File: src/rtl/uart_rx_if.sv
// uart_rx_if: serial line into the UART receiver and its received-byte outputs
// Ports: in_rx serial line (idle high); data_received last good byte;
//        done byte-valid pulse; frame_error bad-stop-bit pulse
interface uart_rx_if;
  logic       in_rx;
  logic [7:0] data_received;
  logic       done;
  logic       frame_error;
  modport master (output in_rx, input data_received, done, frame_error);
  modport slave (input in_rx, output data_received, done, frame_error);
endinterface

File: src/rtl/uart_rx.sv
// uart_rx: 8N1 UART receiver with start-glitch rejection and stop-bit framing check
// Ports: clk board clock; rst_n async active-low reset;
//        bus.in_rx serial line in; bus.data_received last good byte;
//        bus.done / bus.frame_error registered one-cycle pulses
module uart_rx #(
  parameter int CLKS_PER_BIT = 5208
) (
  input logic      clk,
  input logic      rst_n,
  uart_rx_if.slave bus
);
  localparam logic [12:0] HALF = 13'((CLKS_PER_BIT - 1) / 2);
  localparam logic [12:0] LAST = 13'(CLKS_PER_BIT - 1);
  typedef enum logic [2:0] {IDLE, START, DATA, STOP, BRK} state_t;
  state_t      state, state_n;
  logic [1:0]  sync;
  logic        rx_s;
  logic [12:0] counter, counter_n;
  logic [2:0]  bit_index, bit_index_n;
  logic [7:0]  shift, shift_n, data_n;
  logic        done_n, frame_error_n;
  assign rx_s = sync[1];
  always_ff @(posedge clk or negedge rst_n)
    if (!rst_n) begin
      sync              <= 2'b11;
      state             <= IDLE;
      counter           <= '0;
      bit_index         <= '0;
      shift             <= '0;
      bus.data_received <= '0;
      bus.done          <= 1'b0;
      bus.frame_error   <= 1'b0;
    end else begin
      sync              <= {sync[0], bus.in_rx};
      state             <= state_n;
      counter           <= counter_n;
      bit_index         <= bit_index_n;
      shift             <= shift_n;
      bus.data_received <= data_n;
      bus.done          <= done_n;
      bus.frame_error   <= frame_error_n;
    end
  always_comb begin
    state_n       = IDLE;
    counter_n     = counter;
    bit_index_n   = bit_index;
    shift_n       = shift;
    data_n        = bus.data_received;
    done_n        = 1'b0;
    frame_error_n = 1'b0;
    case (state)
      IDLE: begin
        counter_n   = '0;
        bit_index_n = '0;
        state_n     = rx_s ? IDLE : START;
      end
      // mid-start-bit recheck: a line already back high was only a glitch
      START: begin
        counter_n = counter < HALF ? counter + 13'd1 : '0;
        state_n   = counter < HALF ? START : rx_s ? IDLE : DATA;
      end
      DATA: begin
        counter_n = counter < LAST ? counter + 13'd1 : '0;
        if (counter >= LAST) begin
          shift_n[bit_index] = rx_s;
          bit_index_n        = bit_index == 3'd7 ? bit_index : bit_index + 3'd1;
        end
        state_n = counter >= LAST && bit_index == 3'd7 ? STOP : DATA;
      end
      STOP: begin
        counter_n     = counter < LAST ? counter + 13'd1 : '0;
        done_n        = counter >= LAST && rx_s;
        frame_error_n = counter >= LAST && !rx_s;
        data_n        = done_n ? shift : bus.data_received;
        state_n       = counter < LAST ? STOP : rx_s ? IDLE : BRK;
      end
      // a held-low line after a bad stop must not look like a fresh start bit
      BRK: state_n = rx_s ? IDLE : BRK;
      default: state_n = IDLE;
    endcase
  end
endmodule

File: src/flat_wrapper.sv
// flat-port wrapper written by rule: the top's interface ports become plain ports
module uart_rx_flat 
#(
  parameter int CLKS_PER_BIT = 5208
)
  (clk, rst_n, bus_in_rx, bus_data_received, bus_done, bus_frame_error);
  uart_rx_if bus_i ();
  input logic clk;
  input logic rst_n;
  input wire logic [$bits(bus_i.in_rx)-1:0] bus_in_rx;
  output wire logic [$bits(bus_i.data_received)-1:0] bus_data_received;
  output wire logic [$bits(bus_i.done)-1:0] bus_done;
  output wire logic [$bits(bus_i.frame_error)-1:0] bus_frame_error;
  assign bus_i.in_rx = bus_in_rx;
  assign bus_data_received = bus_i.data_received;
  assign bus_done = bus_i.done;
  assign bus_frame_error = bus_i.frame_error;
  uart_rx #(.CLKS_PER_BIT(CLKS_PER_BIT)) u_core (.clk(clk), .rst_n(rst_n), .bus(bus_i));
endmodule
File: config.mk
export PLATFORM = sky130hd
export DESIGN_NAME = uart_rx_flat
export DESIGN_NICKNAME = d
export VERILOG_FILES = /design/src/rtl/uart_rx_if.sv /design/src/rtl/uart_rx.sv /design/src/flat_wrapper.sv
export SDC_FILE = /design/constraint.sdc
export NUM_CORES = 1
export LEC_CHECK = 0
export ABC_AREA = 1
export BUFFER_PORTS_ARGS = -buffer_cell sky130_fd_sc_hd__buf_4
export CORE_MARGIN = 2
export CORE_UTILIZATION = 60
export DETAILED_ROUTE_END_ITERATION = 6
export GPL_ROUTABILITY_DRIVEN = 0
export GPL_TIMING_DRIVEN = 0
export PLACE_DENSITY = 0.88
export SLEW_MARGIN = 5
export SYNTH_ARGS = -nofsm -noshare
export SYNTH_HDL_FRONTEND = slang
export SYNTH_SLANG_ARGS = --single-unit
File: constraint.sdc
create_clock -name clk -period 1.7 [get_ports clk]
set_input_delay 0.085 -clock clk [delete_from_list [all_inputs] [get_ports clk]]
set_output_delay 0.085 -clock clk [all_outputs]
set_load 0.05 [all_outputs]
[After elaboration in Yosys (flattened, before gate mapping)]
Cells that the tools add are included.
Word-level totals
  bits in registers: 39
  latch bits: 0
  memory bits (writable): 0
  memory bits (read-only): 0
  bits of input ports: 3
  output and inout bits: 10
  logic and storage cells: 52
  memories kept: 0
Operators by class
  $add $sub $neg: 2
  multipliers: 0
  div/mod/pow operators: 0
  order comparisons: 5
  equality and inequality tests: 7
  shifts and indexed selects: 0
  muxes and demuxes: 18
  bitwise logic cells: 0
  reduce and logical (&&, ||, !) cells: 12
Operator list (count)
  13-bit one-hot mux with 3 select lines: 1
  13-bit 2-to-1 mux: 2
  3-bit 2-to-1 mux: 5
  3-bit one-hot mux with 5 select lines: 1
  13-bit by 1-bit adder with 13-bit output, second input constant: 1
  13-bit >= comparator, second input constant: 1
  13-bit by 12-bit less-than comparator with 1-bit output, second input constant: 1
  13-bit less-than comparator, second input constant: 1
  8-bit bitwise mux: 1
  3-bit by 2-bit == test with 1-bit output, second input constant: 2
  3-bit == test, second input constant: 2
  3-bit one-hot mux with 2 select lines: 1
  1-bit 2-to-1 mux: 5
  1-bit logical AND: 4
  3-bit by 4-bit less-than comparator with 1-bit output, second input constant: 1
  2-bit AND reduction: 2
  3-bit by 1-bit adder with 3-bit output, second input constant: 1
  1-bit demux with 3-bit select: 1
  3-bit by 1-bit == test with 1-bit output, second input constant: 1
  3-bit by 1-bit >= comparator with 1-bit output, second input constant: 1
  3-bit logical NOT: 1
  3-bit AND reduction: 1
  3-bit nonzero test: 1
  2-bit 2-to-1 mux: 1
  other kinds (5): 5

[Longest topological paths before layout]
Gate-level depths: netlist (run 1).
  depth in word-level cells: 5
  gate-level depth with buffers: 10
  gate-level depth less buffers: 9

[Worst setup path before layout (run 1)]
Ideal clock, no wire load.
  kind: flip-flop to flip-flop
  start point: register u_core.counter[0]
  end point: register u_core.shift[4]
  library setup time: 0.117 ns
  data arrival time: 1.281 ns
  required time: 1.583 ns
  slack: 0.302 ns
  stages on the path, launching flop included: 10
  path buffers: 1
  clock period less this slack: 1.398 ns
  cells stage by stage: dfrtp_1 > ha_1 > nand2_1 > nor2_1 > nand3_2 > nand3_4 > buf_6 > nand3_2 > nand2_1 > nand2_1
Between the ends
  longest elaborated chain between the ends: 2
Ends and longest elaborated chain
  start, declared: RTL line uart_rx.sv:18  | logic [12:0] counter, counter_n;
  start signal, assigned: RTL line uart_rx.sv:36  | counter <= counter_n;
  13-bit >= comparator: RTL line uart_rx.sv:64  | if (counter >= LAST) begin
  2-bit AND reduction (no source line)
  end signal, assigned: RTL line uart_rx.sv:38  | shift <= shift_n;
  end, declared: RTL line uart_rx.sv:20  | logic [7:0] shift, shift_n, data_n;
Every way passes these cells.
A chain may end at the register's enable or synchronous reset.

[Worst setup path after layout (run 1)]
  start point: register u_core.counter[0]
  end point: register u_core.shift[3]
Same word-level chain as after synthesis.

==> qor.yml, run 1 <==
power_and_ir_drop:
  p_leak_nw: 1.390
  p_per_area_mw_per_mm2: 634.3
  clockPowerShare: 0.393
  comb_power_share: 0.021
  seq_power_share: 0.586
  ir_drop_v: 0.0004510
  p_sw_frac: 0.2154
  intPower_mw: 1.249
  p_sw_mw: 0.3428
worst_hold_path:
  hp-class: "in2async"
clocking:
  cts_tree: "done"
  cts_max_path_buffers: 2
  cts_max_level: 2
  clock_sinks: 39
  cts_buffers: 5
  cts_root_buf: "clkbuf_4"
  clk_pin_slew_worst_paths_ns: 0.12
  insertion_delay_ns: 0.36
routing:
  post_drt_via_cell_ratio: 5.302
  avgRoutedWirePerCell_um: 12.53
  routed_wl_um: 4484
  wl_met3_um: 281
  wl_met2_um: 2083
  drt_pass1_iterations: 4
  top_layer: "met4"
  drc: 0
  postRouteAntennaNets: 0
  dr.first_iter.drc_count: 211
  vias: 1898
  wl_met1_um: 2075
grt:
  grt_pass1_wl_um: 7603
  grt.total_usage: 0.2366
  grt_pass1_vias: 1810
  antenna_found_initial: 0
  grt_max_degree: 40
  grt_overflow: 0
worst_setup_path:
  rr_worst_depth: 9
  critPathKind: "reg2reg"
  critPathLaunchType: "flip-flop"
  crit_required_ns: 1.97
  crit_fanout: 10
  worstReg2RegStart: "u_core.counter[0]"
  critPathCaptureType: "flip-flop"
  cp.arrival_ns: 1.86
  r2r_end: "u_core.shift[3]"
  r2r_slack_ns: 0.11
synthesis:
  yosysUniqueCellTypes: 23
  synthArstFlopShare: 1.000
  syn-cell-area_mm2: 0.002192
  ys_seq_area_frac: 0.4463
  yosysTopAreaCell: "dfrtp_1"
  yosysMostFrequentCell: "nand2_1"
  synth_area_leaders: "dfrtp_1 (42%), nand2_1 (18%), nand4_1 (6.0%), nand3_1 (5.0%), inv_1 (5.0%)"
  synth_top_area_share: 0.4224
  synthCells: 287
  avgSynthCellArea_um2: 7.638
  synth_flop_cell: "dfrtp_1"
  synth_edf_count: 0
  ys_warn_count: 0
  synth-seq-cells: 39
  synth_common_cells: "nand2_1 (108), dfrtp_1 (37), inv_1 (29)"
  syn-num-nets: 293
sta:
  timing.hold.ws_ns: 0.2142
  slew_violations: 0
  finalClockSkew_ns: 0.01116
  clock.fmax_mhz: 627.2
  period_share: 0.9379
  final_hold_viol_count: 0
  max_slew_margin: 0.6791
  finalSetupViolCount: 0
  worst_pin_slew_ns: 0.4814
  fin_crit_ns: 1.594
  rsz0062_at_grt: "true"
  setup_tns_ns: 0
floorplanning:
  num_rows: 21
  initial_core_util: 0.6418
  coreArea_mm2: 0.003416
  io_pins: 13
  dieWidth_um: 64.45
  die-area_mm2: 0.004153
  die_y_um: 64.45
final_layout:
  layout.nets: 317
  fillers: 269
  layout-drive-gt1-share: 0.1795
  syn2layout_area_growth_pct: 14.44
  diodes: 0
run:
  drv_cap: 0
place:
  dp_hpwl_um: 3006
  port_buffers: 12
run_status:
  status: "completed"
cells by family (layout without fill, tap and decap cells):
kind of cell / Yosys count / count (layout) / synth area share
flops: 39 / 39 / 0.4463
compound gates: 8 / 8 / 0.02340
fa+ha+maj: 3 / 3 / 0.01713
buf+inv: 43 / 67 / 0.09132
simple gates: 186 / 187 / 0.3898
xor+xnor: 8 / 8 / 0.03196
repair_timing:
action	CTS	global route
hold buffers	2	0
setup endpoints to repair	0	25
endpoints found under the hold margin	38	0
buffers inserted	0	2
resized for setup	0	10
area by class of cell:
| cell class | count | area (um^2) | area share |
|---|---|---|---|
| timing repair buffer | 16 | 125.1 | 0.04988 |
| clock inverter | 3 | 43.79 | 0.01746 |
| sequential | 39 | 980.9 | 0.3910 |
| multi-input combinational | 206 | 1064 | 0.4239 |
| buffer | 11 | 80.08 | 0.03192 |
| clock buffer | 5 | 37.54 | 0.01496 |
| tap | 46 | 57.56 | 0.02294 |
| inverter | 32 | 120.1 | 0.04788 |
how the worst max path moves through the flow:
stage / startpoint / to / cells after the start
final: u_core.counter[0] / u_core.shift[3] / 9
after global routing: u_core.state[2] / u_core.counter[4] / 7
after CTS: u_core.counter[0] / u_core.bus.data_received[7] / 8
after detailed placement: u_core.counter[0] / u_core.bus.data_received[3] / 8
after global placement: u_core.counter[0] / u_core.bus.data_received[7] / 8
after floorplan: u_core.counter[0] / u_core.shift[4] / 9
state kept, by name, indices dropped and copies added, names as in the netlist:
name                      cells
u_core.sync                   2
u_core.state                  3
u_core.bit_index              3
u_core.shift                  8
u_core.bus.frame_error        1
u_core.bus.data_received      8
u_core.bus.done               1
u_core.counter               13
layer usage:
layer / track usage / vias up
li1: - / 963
met1: 0.3129 / 859
met2: 0.3711 / 70
met3: 0.06250 / 6
met4: 0.09840 / 0
met5: 0 / -
per-stage QoR:
stage                     total power [mW]  setup WS [ns]  area (um^2)  cells    util
after floorplan                     0.9575         0.3018         2192    287       -
after global placement              0.9808         0.1051         2340    345  0.6850
after detailed placement            0.9808        0.05599         2340    345  0.6850
after CTS                            1.600        0.03239         2441    355  0.7147
after global routing                 1.650       -0.03352         2509    358  0.7344
final                                1.591         0.1056         2509    358  0.7344
power by group through the flow:
stage	clock, mW	sequential (mW)	combinational, mW
6_report	0.625	0.932	0.0336
2_1_floorplan	0	0.950	0.00725
4_1_cts	0.633	0.932	0.0343
3_3_place_gp	0	0.950	0.0307
5_1_grt	0.677	0.933	0.0394
3_5_place_dp	0	0.950	0.0306
placed cells by master, fill, tap and decap left out, types with 5 or more instances in the layout:
cell type / instances
o21ai_0: 5
buf_4: 15
inv_1: 29
nor2_1: 16
nand2_1: 108
clkbuf_4: 5
xor2_1: 8
nand4_1: 21
dfrtp_1: 35
nand3_1: 22
critical path, stage by stage, from the launching register on:
cell and delay (ns):
dfrtp_1 0.42, ha_1 0.20, nand2_1 0.11, nor2_1 0.15, nand3_2 0.13, nand3_4 0.16, buf_6 0.16, nand3_2 0.06
nand2_1 0.07, nand2_1 0.05
(Power assumes the default switching activity.)
==> inputs of run 2 (changes only) <==
- RECOVER_POWER: unset -> 50
- SETUP_SLACK_MARGIN: unset -> 0.02
==> run 2 against run 1 <==
Compared with the run above:
- global-route usage is the same
- sequential power is essentially flat
- core utilization grew 0.59 points
- critical path type unchanged
- cell count is the same
==> qor.yml, run 2 (synthesis results as in run 1) <==
floorplanning:
  die-area_mm2: 0.004153
  die_y_um: 64.45
  coreArea_mm2: 0.003416
  num_rows: 21
  io_pins: 13
  dieWidth_um: 64.45
  initial_core_util: 0.6418
routing:
  vias: 1972
  drc: 0
  dr.first_iter.drc_count: 205
  postRouteAntennaNets: 0
  avgRoutedWirePerCell_um: 13.01
  drt_pass1_iterations: 6
  post_drt_via_cell_ratio: 5.508
  routed_wl_um: 4656
worst_setup_path:
  critPathCaptureType: "flip-flop"
  critPathKind: "reg2reg"
  crit_fanout: 10
  critPathLaunchType: "flip-flop"
  cp.arrival_ns: 1.89
  path_cells: "ha_2, nand2_1, nor2_1, nand3_2, nand3_4, buf_6, nand3_2, nand2_1, nand2_1"
  crit_slowest_cell: "dfrtp_1"
  crit_required_ns: 1.97
  critPathMaxStageDelay_ns: 0.44
  path_common_cell: "nand2_1"
sta:
  max_slew_margin: 0.3763
  timing.hold.ws_ns: 0.3631
  finalSetupViolCount: 0
  clock.fmax_mhz: 617.9
  finalClockSkew_ns: 0.01136
  rsz0062_at_grt: "true"
  slew_violations: 0
  final_hold_viol_count: 0
  fin_crit_ns: 1.618
  worst_pin_slew_ns: 0.9355
  period_share: 0.9520
power_and_ir_drop:
  clockPowerShare: 0.392
  p_leak_nw: 1.384
  p_sw_mw: 0.3400
  p_per_area_mw_per_mm2: 627.9
  seq_power_share: 0.587
  p_sw_frac: 0.2141
  ir_drop_v: 0.0004462
  comb_power_share: 0.021
  intPower_mw: 1.248
run_status:
  status: "completed"
final_layout:
  layout_commonest_cell: "nand2_1"
  layout.nets: 317
  largest_register_ffs: 13
  max_flop_register: "u_core.counter"
  largestRegisters: "u_core.counter (13), u_core.bus.data_received (8), u_core.shift (8)"
  diodes: 0
  layout-drive-gt1-share: 0.1891
  final_util: 0.7403
  syn2layout_area_growth_pct: 15.35
  fillers: 264
  final_cell_mix: "nand2_1 (108), dfrtp_1 (35), inv_1 (29)"
clocking:
  clk_pin_slew_worst_paths_ns: 0.12
  cts_max_path_buffers: 2
  cts_root_buf: "clkbuf_4"
  cts_buffers: 5
  insertion_delay_ns: 0.36
  cts_tree: "done"
  clock_sinks: 39
  cts_max_level: 2
grt:
  grt_max_degree: 40
  grt.total_usage: 0.2366
  grt_overflow: 0
  grt_pass1_vias: 1810
  grt_pass1_wl_um: 7603
  antenna_found_initial: 0
place:
  port_buffers: 12
  dp_hpwl_um: 3006
worst_hold_path:
  hp-class: "reg2reg"
run:
  drv_cap: 0
## run 2: stage by stage
stage	TNS (ns)	instance area, um^2	setup slack [ns]	power, mW	instances
2_1_floorplan	0	2192	0.3018	0.9575	287
3_3_place_gp	0	2340	0.1051	0.9808	345
3_5_place_dp	0	2340	0.05599	0.9808	345
4_1_cts	0	2441	0.03239	1.600	355
5_1_grt	-0.09089	2529	-0.03961	1.649	358
6_report	0	2529	0.08153	1.588	358
## run 2: worst paths after layout
check                      depth (start not counted)               from                  to  slack [ns]
hold reg to reg                                    0     u_core.sync[0]      u_core.sync[1]        0.36
min in group asynchronous                          2              rst_n   u_core.counter[3]        0.39
setup reg to reg                                   9  u_core.counter[0]     u_core.shift[4]        0.08
hold / removal                                     0     u_core.sync[0]      u_core.sync[1]        0.36
max in group asynchronous                          2              rst_n  u_core.counter[11]        0.66
setup / recovery                                   9  u_core.counter[0]     u_core.shift[4]        0.08
## run 2: per-layer routing
layer,vias up,track usage,part of all wire
met5,-,0,0
met4,0,0.09840,0.027
met3,18,0.06250,0.072
met2,91,0.3711,0.45
met1,895,0.3129,0.45
li1,968,-,-
## run 2: final cells by class
cell class	instances	area (um^2)	area share
Buffer	11	82.58	0.03266
Clock buffer	5	37.54	0.01484
Clock inverter	3	43.79	0.01732
Inverter	32	120.1	0.04750
Multi-Input combinational cell	206	1091	0.4315
Sequential cell	39	980.9	0.3879
Tap cell	46	57.56	0.02276
Timing Repair Buffer	16	115.1	0.04552
## run 2: power by group through the flow
stage,clock network [mW],logic (mW),registers [mW]
6_report,0.622,0.0331,0.932
3_3_place_gp,0,0.0307,0.950
3_5_place_dp,0,0.0306,0.950
5_1_grt,0.677,0.0386,0.933
2_1_floorplan,0,0.00725,0.950
4_1_cts,0.633,0.0343,0.932
## run 2: worst max-delay path: cells and delay by family (launching register included)
family	cells	cell delay (ns)
buf+inv	1	0.16
flops	1	0.44
fa+ha+maj	1	0.22
simple gates	7	0.71
## run 2: timing repair
item / CTS / global route
resized for setup: 0 / 17
endpoints found under the setup margin: 0 / 25
hold buffers: 2 / 0
hold endpoints to repair: 38 / 0
buffers inserted: 0 / 2
